`config.mk`:
```
export PLATFORM = sky130hd
export DESIGN_NAME = fifo_rd_packer
export DESIGN_NICKNAME = d
export VERILOG_FILES = /design/src/rtl/fifo_rd_packer_pkg.sv /design/src/rtl/fifo_rd_packer.sv
export SDC_FILE = /design/constraint.sdc
export NUM_CORES = 1
export LEC_CHECK = 0
export BUFFER_PORTS_ARGS = -buffer_cell sky130_fd_sc_hd__buf_2
export CAP_MARGIN = 10
export CORE_MARGIN = 2
export CORE_UTILIZATION = 45
export CTS_CLUSTER_DIAMETER = 100
export DETAILED_ROUTE_END_ITERATION = 7
export PLACE_DENSITY_LB_ADDON = 0.12
export SYNTH_ARGS = -nofsm -noshare
export SYNTH_HDL_FRONTEND = slang
export SYNTH_SLANG_ARGS = --single-unit
```
`constraint.sdc`:
```
create_clock -name rclk -period 2.8 [get_ports rclk]
set_input_delay 0.28 -clock rclk [delete_from_list [all_inputs] [get_ports rclk]]
set_output_delay 0.28 -clock rclk [all_outputs]
set_load 0.05 [all_outputs]
```
`src/rtl/fifo_rd_packer_pkg.sv`:
```
// -----------------------------------------------------------------------------
// fifo_rd_packer_pkg
// Shared definitions for the read-side FIFO packer.
//   FIFO_DSIZE : default FIFO entry width, matching the upstream asyn_fifo.
//   MAX_PACK   : largest supported number of lanes per packed word.
//   keep_mask  : converts a filled-lane count into a lane-valid mask.
// Lane ordering: lane 0 is the least significant lane of a packed word.
// Lane i therefore occupies bits [i*DSIZE +: DSIZE], so the oldest entry
// always ends up in the least significant bits.
// -----------------------------------------------------------------------------
package fifo_rd_packer_pkg;

    localparam int FIFO_DSIZE = 8;
    localparam int MAX_PACK   = 16;

    // Returns a mask with the low n bits set (n = 0..MAX_PACK).
    function automatic logic [MAX_PACK-1:0] keep_mask(input logic [4:0] n);
        logic [MAX_PACK:0] m;
        m = ((MAX_PACK+1)'(1) << n) - (MAX_PACK+1)'(1);
        return m[MAX_PACK-1:0];
    endfunction

endpackage

```
`src/rtl/fifo_rd_packer.sv`:
```
// -----------------------------------------------------------------------------
// fifo_rd_packer
// Pops DSIZE-wide entries from a show-ahead FIFO read port and packs PACK
// consecutive entries (lane 0 = first entry = LSB) into one output word,
// presented on a registered valid/ready interface with a per-lane keep mask.
// A flush request emits the current partial word.
//
// Ports:
//   rclk        read-domain clock
//   rrst_n      asynchronous active-low reset
//   fifo_rdata  FIFO head data (valid while fifo_empty = 0)
//   fifo_empty  FIFO empty flag
//   fifo_read   FIFO pop request (pop happens at an edge with !fifo_empty)
//   flush       single-cycle request to emit the current partial word
//   out_data    packed word, lane i = bits [i*DSIZE +: DSIZE]
//   out_keep    lane-valid mask
//   out_valid   output word valid
//   out_ready   downstream accepts the word
//   word_cnt    number of accepted words, wraps modulo 2^16
// -----------------------------------------------------------------------------
module fifo_rd_packer
    import fifo_rd_packer_pkg::*;
#(
    parameter int DSIZE = FIFO_DSIZE,
    parameter int PACK  = 4
) (
    input  logic                    rclk,
    input  logic                    rrst_n,
    input  logic [DSIZE-1:0]        fifo_rdata,
    input  logic                    fifo_empty,
    output logic                    fifo_read,
    input  logic                    flush,
    output logic [DSIZE*PACK-1:0]   out_data,
    output logic [PACK-1:0]         out_keep,
    output logic                    out_valid,
    input  logic                    out_ready,
    output logic [15:0]             word_cnt
);

    localparam int CNT_W  = $clog2(PACK);
    localparam int ACC_W  = DSIZE * (PACK - 1);
    localparam logic [CNT_W-1:0] LAST_LANE = CNT_W'(PACK - 1);

    // The last lane is never stored: on the final pop it goes straight from
    // fifo_rdata into the output register, so acc only holds PACK-1 lanes.
    logic [ACC_W-1:0]       acc_reg;
    logic [ACC_W-1:0]       acc_next;
    logic [CNT_W-1:0]       cnt_reg;
    logic                   flush_pend_reg;

    logic                   slot_free;
    logic                   pop;
    logic                   load_full;
    logic                   load_flush;
    logic                   flush_done;
    logic                   retire;
    logic [MAX_PACK-1:0]    part_mask;

    // Output register is empty or empties at this edge.
    assign slot_free = !out_valid || out_ready;

    // The last lane may only be popped when the output register can take the
    // completed word; earlier lanes just go into acc and need no slot.
    assign fifo_read = rrst_n && !fifo_empty && !flush_pend_reg &&
                       ((cnt_reg != LAST_LANE) || slot_free);

    assign pop        = fifo_read;
    assign load_full  = pop && (cnt_reg == LAST_LANE);
    assign load_flush = flush_pend_reg && (cnt_reg != '0) && slot_free;
    // A pending flush completes either immediately (nothing buffered) or when
    // the partial word is loaded.
    assign flush_done = flush_pend_reg && ((cnt_reg == '0) || slot_free);
    assign retire     = out_valid && out_ready;
    assign part_mask  = keep_mask(5'(cnt_reg));

    // Per-lane write enables for the accumulator.
    generate
        for (genvar gi = 0; gi < PACK - 1; gi++) begin : g_lane
            assign acc_next[gi*DSIZE +: DSIZE] =
                (pop && (cnt_reg == CNT_W'(gi))) ? fifo_rdata
                                                 : acc_reg[gi*DSIZE +: DSIZE];
        end
    endgenerate

    always_ff @(posedge rclk or negedge rrst_n) begin
        if (!rrst_n) begin
            acc_reg        <= '0;
            cnt_reg        <= '0;
            flush_pend_reg <= 1'b0;
            out_data       <= '0;
            out_keep       <= '0;
            out_valid      <= 1'b0;
            word_cnt       <= 16'd0;
        end else begin
            // Accumulator and lane counter
            if (load_full || load_flush) begin
                acc_reg <= '0;
                cnt_reg <= '0;
            end else begin
                acc_reg <= acc_next;
                if (pop) begin
                    cnt_reg <= cnt_reg + CNT_W'(1);
                end
            end

            // Flush request: a flush arriving while one is pending is absorbed,
            // including on the edge where the pending one completes.
            if (flush_done) begin
                flush_pend_reg <= 1'b0;
            end else if (flush) begin
                flush_pend_reg <= 1'b1;
            end

            // Output register (load_full and load_flush are mutually exclusive
            // because pops are inhibited while a flush is pending).
            if (load_full) begin
                out_data  <= {fifo_rdata, acc_reg};
                out_keep  <= '1;
                out_valid <= 1'b1;
            end else if (load_flush) begin
                out_data  <= {{DSIZE{1'b0}}, acc_reg};
                out_keep  <= part_mask[PACK-1:0];
                out_valid <= 1'b1;
            end else if (retire) begin
                out_valid <= 1'b0;
            end

            if (retire) begin
                word_cnt <= word_cnt + 16'd1;
            end
        end
    end

endmodule

```
==> summary.md, run 1 <==
| Metric | Value |
|---|---|
| Final Critical Period | `2.32 ns` |
| Die area | `8610 um^2` |
| Tot GR Track Use | `18.4%` |
| Yosys reg bits | `80` |
| DRC Markers | `0` |
| Die Wd | `92.8 um` |
| Root Buffer | `clkbuf_8` |
| Nets | `393` |
| F_max | `430 MHz` |
| Most frequent cells in the layout | `dfrtp_1, buf_2, nand3_1` |
| Worst Hold End | `flush_pend_reg` |
| Startpoint Class | `flip-flop` |
| Clk slew on worst S/H paths | `0.08 ns` |
| Die Y | `92.8 um` |
| Max reg flops | `32` |
| Largest net degree at the start of global routing | `54` |
| Drt initial violations | `107` |
| Ports | `67` |
| TNS Setup | `0 ns` |
| Hold_sp | `flush` |
| Final WL | `7540 um` |
| R2R depth | `6` |
| Post-DP Area | `3940 um^2` |
| GR Overflow Total | `0` |
| Drt wl/cell | `15.7 um` |
| Maximum vdd drop | `0.452 mV` |
| CTS buffer count | `9` |
| Yosys warnings | `0` |
| Slew Limit Headroom | `55.2%` |
| Syn Inst Count | `308` |
| # diodes | `0` |
| Setup slack, reg-to-reg | `0.48 ns` |
| Ys flop type | `dfrtp_1` |
| Finished Layout Cells | `481` |
| Synth Cell Area | `3550 um^2` |
| Tightest Pin Transition | `0.672 ns` |
| CP max FO | `25` |
| CP arrival | `2.55 ns` |
| HPWL Detailed | `5120 um` |
| FP Rows | `32` |
| Deepest level of the CTS H-tree | `3` |
| RSZ-0062 raised after global routing | `false` |
| Placed insts | `464` |
| Status | `finished, final reports clean` |
| Clock latency on the worst-skew pair | `0.34 ns` |
| Register area share after synthesis | `56.4%` |
| Port-buffer cells | `66` |
| Final period utilization | `83.0%` |
| First-pass GRT wire length | `12,200 um` |
| Crit Path Class | `flip-flop to flip-flop` |
| DR pass1 iterations | `4` |
| Most common cell after layout, fill and taps aside | `dfrtp_1` |
| Final hold slack | `0.179 ns` |
| Final Setup Violations | `0` |
| CTS tree | `built` |
| End-of-flow core utilization | `54.2%` |
| RR Startpoint | `cnt_reg[0]` |
| Hold Crit Class | `primary input to flip-flop` |
| Proportion of layout cells with a drive suffix above 1 | `30.9%` |
| Vias | `2,538` |
| Vias in the first global route | `2,404` |
| Hold path cells | `2` |
| Final Hold Fails | `0` |
| Max-cap violations | `0` |
| Via density | `5.28` |
| Clk_skew | `0.00795 ns` |
| Netlist cell types | `39` |
| Final RePlAce weighted congestion | `0.785` |
| Post-synth EDFFs | `0` |
| Avg Cell Area, Syn | `11.5 um^2` |
| Asr flop ratio synth | `100%` |
| Mapped Nets | `327` |
| Synth area leaders | `dfrtp_1, nand3_1, mux2_4` |
| FF-to-FF End | `out_data[1]` |
| Post-synth top area share | `56.4%` |
| Max-slew violations | `0` |
| CORE AREA | `7690 um^2` |
| CTS sink cnt | `80` |
| Post-DRT Antenna Nets | `0` |
| Pwr Density | `1160 nW/um^2` |
| Initial Utilization | `46.1%` |
| Leak | `2.10 nW` |
| Clock Tree Buf Depth | `2` |
| Final instance area | `4170 um^2` |
| Required @ worst endpoint | `3.03 ns` |
| Cell taking the most area after synthesis | `dfrtp_1` |
| Layout area overhead | `17.5%` |
| Crit. End Element | `flip-flop` |
| Antenna violations before repair | `0` |
-- critical path, cell delays in order (launching register included) --
cell	delay (ns)
dfrtp_1	0.41
inv_1	0.11
ha_1	0.35
inv_2	0.20
nand3_2	0.30
nand2_4	0.45
mux2_2	0.39
-- worst max path at each step --
stage          startpoint           end  slack (ns)  cells after the start
2_1_floorplan  cnt_reg[0]  out_data[15]        1.01                      8
3_3_place_gp   cnt_reg[0]   out_data[4]        0.56                      6
3_5_place_dp   cnt_reg[0]   out_data[1]        0.44                      6
4_1_cts        cnt_reg[0]   out_data[1]        0.45                      6
5_1_grt        cnt_reg[0]   out_data[1]        0.30                      6
6_report       cnt_reg[0]   out_data[1]        0.48                      6
-- report_power, final --
part / total [mW] / leakage [nW] / switching [mW] / internal, mW
clock: 0.940 / 0.107 / 0.409 / 0.531
combinational: 2.08 / 0.917 / 1.48 / 0.600
sequential: 1.80 / 1.08 / 0.246 / 1.56
-- stage by stage --
step | worst slack, ns | total power [mW]
2_1_floorplan | 1.01 | 3.46
3_3_place_gp | 0.564 | 3.90
3_5_place_dp | 0.441 | 3.93
4_1_cts | 0.450 | 4.88
5_1_grt | 0.303 | 5.11
6_report | 0.476 | 4.83
-- metal layers --
metal  up-vias  GRT usage [%]  wire length (um)
met1      1244           27.3              3620
met5         -              0                 0
li1       1207              -                 -
met2        77           26.8              3390
met4         0           6.99                97
met3        10           3.58               434
-- timing repair --
action / in CTS / in global routing
hold buffers: 1 / 0
gates resized for setup: 0 / 0
buffers inserted: 0 / 0
endpoints found under the hold margin: 27 / 0
-- cell usage after synthesis, types with 2 or more instances --
cell type,n
xnor2_1,12
inv_1,3
nand4_1,3
ha_1,6
nand3_1,39
dfrtp_1,80
a221oi_2,3
mux2_4,10
nand2_4,2
a21oi_1,19
buf_2,7
nand3_2,5
mux2_2,7
clkbuf_1,6
a221oi_1,4
nand3b_1,2
o21ai_0,24
nor2_1,6
and3_1,5
nor2b_1,2
xor2_1,3
nand2_1,35
mux2_1,9
-- area by class of cell --
type / instances / area, um^2
well taps: 102 / 128
clock inverters: 4 / 76.3
fillers: 725 / 3520
inverters: 5 / 20.0
clock buffers: 12 / 145
multi-input cells: 205 / 1410
flip-flops and latches: 80 / 2000
repair buffers: 73 / 388
-- cells by family after synthesis --
kind of cell / share of synthesized area (%)
mux: 9.31
xor+xnor: 3.70
buf+inv: 3.81
compound gates: 8.99
simple gates: 15.6
fa+ha+maj: 2.12
flops: 56.4
(Power assumes the default switching activity.)
==> run 2: changes to the inputs <==
==> constraint.sdc (replaced) <==
create_clock -name rclk -period 2.2 [get_ports rclk]
set_input_delay 0.22 -clock rclk [delete_from_list [all_inputs] [get_ports rclk]]
set_output_delay 0.22 -clock rclk [all_outputs]
set_load 0.05 [all_outputs]
==> run 2 against run 1 <==
Against the previous run:
- design area rose by 1.3%
- first-iteration DRC count rose by 36%
- utilization rose by 0.70 points
- non-clock buffer count rose by 4
- via count fell by 0.71%
- global-route usage rose by 0.36 points
- clock power rose by 38%
- hold slack got worse by 0.054 ns
- register-to-register slack got worse by 0.12 ns
- clock skew rose by 0.0053 ns
- highest routed layer unchanged
==> summary.md, run 2 (same netlist as run 1, synthesis figures left out) <==
| Metric | Value |
|---|---|
| Status | `finished, final reports clean` |
| Clock latency on the worst-skew pair | `0.34 ns` |
| Critical path, cell by cell | `dlygate4sd3_1 > buf_4 > nor3b_4 > nand2_4 > clkinv_2 > buf_2` |
| RSZ-0062 raised after global routing | `false` |
| Fillers | `724` |
| Layout area overhead | `19.0%` |
| Setup bufs post-CTS | `0` |
| CTS tree | `built` |
| CP peak stage delay | `0.52 ns` |
| Setup ws final | `0.146 ns` |
| Clk_skew | `0.0133 ns` |
| Port-buffer cells | `66` |
| Final WL | `7470 um` |
| CTS buffer count | `9` |
| Clk slew on worst S/H paths | `0.07 ns` |
| CORE AREA | `7690 um^2` |
| Most common cell after layout, fill and taps aside | `dfrtp_1` |
| DRC Markers | `0` |
| Root Buffer | `clkbuf_8` |
| Deepest level of the CTS H-tree | `3` |
| Vias | `2,520` |
| Max-slew violations | `0` |
| Ports | `67` |
| Int Pwr | `3.56 mW` |
| Crit. End Element | `primary output` |
| End-of-flow core utilization | `54.9%` |
| Post-CTS Hold Buffers | `1` |
| Final Hold Fails | `0` |
| Clock Tree Buf Depth | `2` |
| TNS Setup | `0 ns` |
| Post_cts resized | `0` |
| CTS sink cnt | `80` |
| Proportion of layout cells with a drive suffix above 1 | `31.9%` |
| Nets | `397` |
| Proportion of power drawn by flip-flops and latches | `36.6%` |
| Fraction of power spent switching nets | `43.3%` |
| Multi-input gate area | `1410 um^2` |
| Die Wd | `92.8 um` |
| Leak | `2.14 nW` |
| Clk pwr share | `20.6%` |
| Max reg flops | `32` |
| Initial Utilization | `46.1%` |
| Final Setup Violations | `0` |
| First-pass GRT wire length | `12,700 um` |
| Pre-CTS setup slack | `0.350 ns` |
| Pwr Density | `1490 nW/um^2` |
| Drt wl/cell | `15.4 um` |
| # diodes | `0` |
| F_max | `487 MHz` |
| CP max FO | `24` |
| Required @ worst endpoint | `1.98 ns` |
| Drt initial violations | `145` |
| Sequential Area | `2000 um^2` |
| Post-DP Area | `3970 um^2` |
| Tightest Pin Transition | `0.786 ns` |
| Final period utilization | `93.4%` |
| Max-cap violations | `0` |
| Highest-delay cell along the critical path | `dlygate4sd3_1` |
| GR Overflow Total | `0` |
| Die Y | `92.8 um` |
| Via density | `5.20` |
| FP Rows | `32` |
| Tot GR Track Use | `18.8%` |
| Antenna violations before repair | `0` |
| Hold Crit Class | `primary input to flip-flop` |
| Most frequent cells in the layout | `dfrtp_1, buf_2, nand3_1` |
| Crit Path Class | `primary input to primary output` |
| Largest net degree at the start of global routing | `65` |
| Comb power frac | `42.8%` |
| HPWL Detailed | `5100 um` |
| Die area | `8610 um^2` |
| Final RePlAce weighted congestion | `0.770` |
| Switching power | `2.72 mW` |
| Post-DRT Antenna Nets | `0` |
| Maximum vdd drop | `0.607 mV` |
| DR pass1 iterations | `4` |
| Final Critical Period | `2.05 ns` |
| Startpoint Class | `primary input` |
| Final instance area | `4220 um^2` |
| Slew Limit Headroom | `47.6%` |
| CP arrival | `1.83 ns` |
| Vias in the first global route | `2,500` |
-- run 2: cell types whose count changed in the layout (fill, tap and decap cells not counted) --
cell / delta
inv_6: -1
clkinv_4: +1
bufinv_16: +1
buf_4: +4
clkinvlp_4: -1
clkinv_2: +1
clkbuf_1: -1
-- run 2: critical path, delay by kind of cell --
kind          cells  cell delay (ns)
buf+inv           4             1.23
simple gates      2             0.36
-- run 2: power by group through the flow --
stage | Sequential [mW] | Combinational [mW] | Clock (mW)
detailed placement | 2.33 | 2.71 | 0
floorplan | 3.35 | 1.06 | 0
global placement | 2.32 | 2.68 | 0
finish | 2.30 | 2.69 | 1.30
global route | 2.38 | 2.90 | 1.39
CTS | 2.31 | 2.71 | 1.33
-- run 2: final timing paths --
| check | endpoint | startpoint | slack (ns) | cells after the start |
|---|---|---|---|---|
| setup / recovery | fifo_read | rrst_n | 0.15 | 6 |
| hold / removal | flush_pend_reg | flush | 0.13 | 2 |
| setup reg to reg | out_data[1] | cnt_reg[0] | 0.36 | 6 |
| hold reg to reg | word_cnt[15] | word_cnt[15] | 0.47 | 1 |
| max in group asynchronous | out_data[6] | rrst_n | 0.75 | 4 |
| min in group asynchronous | word_cnt[14] | rrst_n | 0.39 | 3 |
-- run 2: area by class of cell --
cell class,instances,share of cell area (%)
flip-flops and latches,80,47.4
multi-input cells,205,33.4
repair buffers,77,9.90
clock buffers,11,3.35
well taps,102,3.02
clock inverters,5,2.46
inverters,5,0.474
-- run 2: routing by layer --
| layer | routed length [um] | global-route usage [%] |
|---|---|---|
| met1 | 3700 | 28.9 |
| met2 | 3320 | 27.1 |
| met3 | 359 | 2.93 |
| met4 | 90 | 6.50 |
| met5 | 0 | 0 |
-- run 2: through the flow --
stage | power (mW) | hold WS [ns] | std cells
finish | 6.28 | 0.125 | 485
global route | 6.68 | 0.128 | 485
CTS | 6.35 | 0.115 | 485
detailed placement | 5.04 | 0.222 | 468
global placement | 5.00 | 0.224 | 468
floorplan | 4.40 | -0.0756 | 308
==> run 3: changes to the inputs <==
--- a/config.mk
+++ b/config.mk
@@ -7,8 +7,8 @@
 export LEC_CHECK = 0
 export BUFFER_PORTS_ARGS = -buffer_cell sky130_fd_sc_hd__buf_2
 export CAP_MARGIN = 10
-export CORE_MARGIN = 2
-export CORE_UTILIZATION = 45
+export CORE_MARGIN = 5
+export CORE_UTILIZATION = 24
 export CTS_CLUSTER_DIAMETER = 100
 export DETAILED_ROUTE_END_ITERATION = 7
 export PLACE_DENSITY_LB_ADDON = 0.12
==> run 3 against run 2 <==
Against the previous run:
- register-to-register slack got worse by 0.05 ns
- sequential share of layout area is 1.5 points lower
- hold slack got worse by 0.0064 ns
- count of clock-buffer cells in the layout down 1
- global-route usage fell by 7.6 points
- combinational power about the same
- fmax rose by 1.5%
- die area grew 100%
- first-iteration DRC count grew 21%
- highest routed layer unchanged
==> summary.md, run 3 (same netlist as run 1, synthesis figures left out) <==
| Metric | Value |
|---|---|
| Hold path cells | `2` |
| Ports | `67` |
| CTS tree | `built` |
| Tightest Pin Transition | `0.623 ns` |
| Die area | `17,300 um^2` |
| Vias | `2,505` |
| Die Wd | `132 um` |
| Cell depth of the worst setup path | `4` |
| Leak | `2.15 nW` |
| Final period utilization | `92.0%` |
| R2R depth | `6` |
| Most common cell after layout, fill and taps aside | `dfrtp_1` |
| Max-cap violations | `0` |
| Tot GR Track Use | `11.2%` |
| Final RePlAce weighted congestion | `0.723` |
| Port-buffer cells | `66` |
| Required @ worst endpoint | `1.98 ns` |
| Max reg flops | `32` |
| Final WL | `9320 um` |
| Proportion of layout cells with a drive suffix above 1 | `31.9%` |
| Hold Crit Class | `primary input to flip-flop` |
| Final Setup Violations | `0` |
| Deepest level of the CTS H-tree | `3` |
| Root Buffer | `clkbuf_16` |
| Startpoint Class | `flip-flop` |
| Nets | `396` |
| Initial Utilization | `24.4%` |
| CP max FO | `24` |
| CP bufs+invs | `2` |
| Crit. End Element | `primary output` |
| CORE AREA | `14,500 um^2` |
| Clk_skew | `0.00958 ns` |
| Clk slew on worst S/H paths | `0.07 ns` |
| Crit-path leading delay family | `simple AND/OR/NAND/NOR gates` |
| Post-DRT Antenna Nets | `0` |
| Die Y | `132 um` |
| Max-slew violations | `0` |
| GR Overflow Total | `0` |
| Layout area overhead | `23.0%` |
| CP peak stage delay | `0.44 ns` |
| CTS buffer count | `9` |
| Maximum vdd drop | `0.506 mV` |
| End-of-flow core utilization | `30.0%` |
| F_max | `494 MHz` |
| DRC Markers | `0` |
| Clock latency on the worst-skew pair | `0.35 ns` |
| Final Hold Fails | `0` |
| Largest net degree at the start of global routing | `48` |
| Setup bufs post-CTS | `0` |
| Final hold slack | `0.119 ns` |
| Clock Tree Buf Depth | `2` |
| RSZ-0062 raised after global routing | `false` |
| TNS Setup | `0 ns` |
| Antenna violations before repair | `0` |
| Via density | `4.43` |
| DR pass1 iterations | `4` |
| Critical path, cell by cell | `nor3b_4 > nand2_4 > inv_6 > clkbuf_4` |
| Final Critical Period | `2.02 ns` |
| FP Rows | `44` |
| Crit Path Class | `flip-flop to primary output` |
| Vias in the first global route | `2,682` |
| CP arrival | `1.80 ns` |
| First-pass GRT wire length | `15,300 um` |
| HPWL Detailed | `6380 um` |
| Pwr Density | `1480 nW/um^2` |
| Slew Limit Headroom | `58.5%` |
| Status | `finished, final reports clean` |
| # diodes | `0` |
| Drt initial violations | `176` |
| Most frequent cells in the layout | `dfrtp_1, buf_2, nand3_1` |
| CTS sink cnt | `80` |
| Drt wl/cell | `16.5 um` |
| Highest-delay cell along the critical path | `dfrtp_1` |
-- run 3: changes by cell type in the layout (fill, tap and decap cells not counted), moves of 2 or more --
cell and change:
clkbuf_8 -9, inv_6 +2, clkbuf_16 +9, bufinv_16 -3
-- run 3: what timing repair did --
action | CTS | global route
endpoints found under the hold margin | 33 | 0
setup endpoints to repair | 0 | 1
hold buffers | 1 | 0
resized for setup | 0 | 3
-- run 3: area by class of cell --
type / count / area [um^2]
Sequential cell: 80 / 2000
Multi-Input combinational cell: 205 / 1410
Fill cell: 1541 / 10200
Tap cell: 184 / 230
Inverter: 5 / 23.8
Timing Repair Buffer: 76 / 413
Clock buffer: 10 / 239
Clock inverter: 6 / 43.8
-- run 3: worst paths after layout --
check | start | end | slack (ns)
setup reg to reg | cnt_reg[0] | out_data[2] | 0.31
min in group asynchronous | rrst_n | flush_pend_reg | 0.52
setup / recovery | flush_pend_reg | fifo_read | 0.18
max in group asynchronous | rrst_n | out_data[19] | 0.70
hold / removal | flush | flush_pend_reg | 0.12
hold reg to reg | word_cnt[15] | word_cnt[15] | 0.47
-- run 3: per-stage QoR --
step	power [mW]	cells	area [um^2]	setup slack, ns
finish	6.47	566	4360	0.177
global route	6.88	566	4360	0.0627
CTS	6.58	566	4360	0.00926
detailed placement	5.10	549	4060	0.317
global placement	5.08	549	4060	0.337
floorplan	4.40	308	3550	0.412
-- run 3: report_power, final --
part	internal (mW)	switching (mW)	total [mW]	leakage [nW]
combinational	0.790	1.92	2.71	0.930
clock	0.799	0.638	1.44	0.139
sequential	1.99	0.334	2.32	1.08
-- run 3: routing by layer --
| layer | part of all wire, % | global-route usage, % | up-vias |
|---|---|---|---|
| li1 | - | - | 1224 |
| met1 | 49 | 15.2 | 1234 |
| met2 | 46 | 16.7 | 35 |
| met3 | 3.0 | 2.64 | 12 |
| met4 | 2.1 | 5.66 | 0 |
| met5 | 0 | 0 | - |
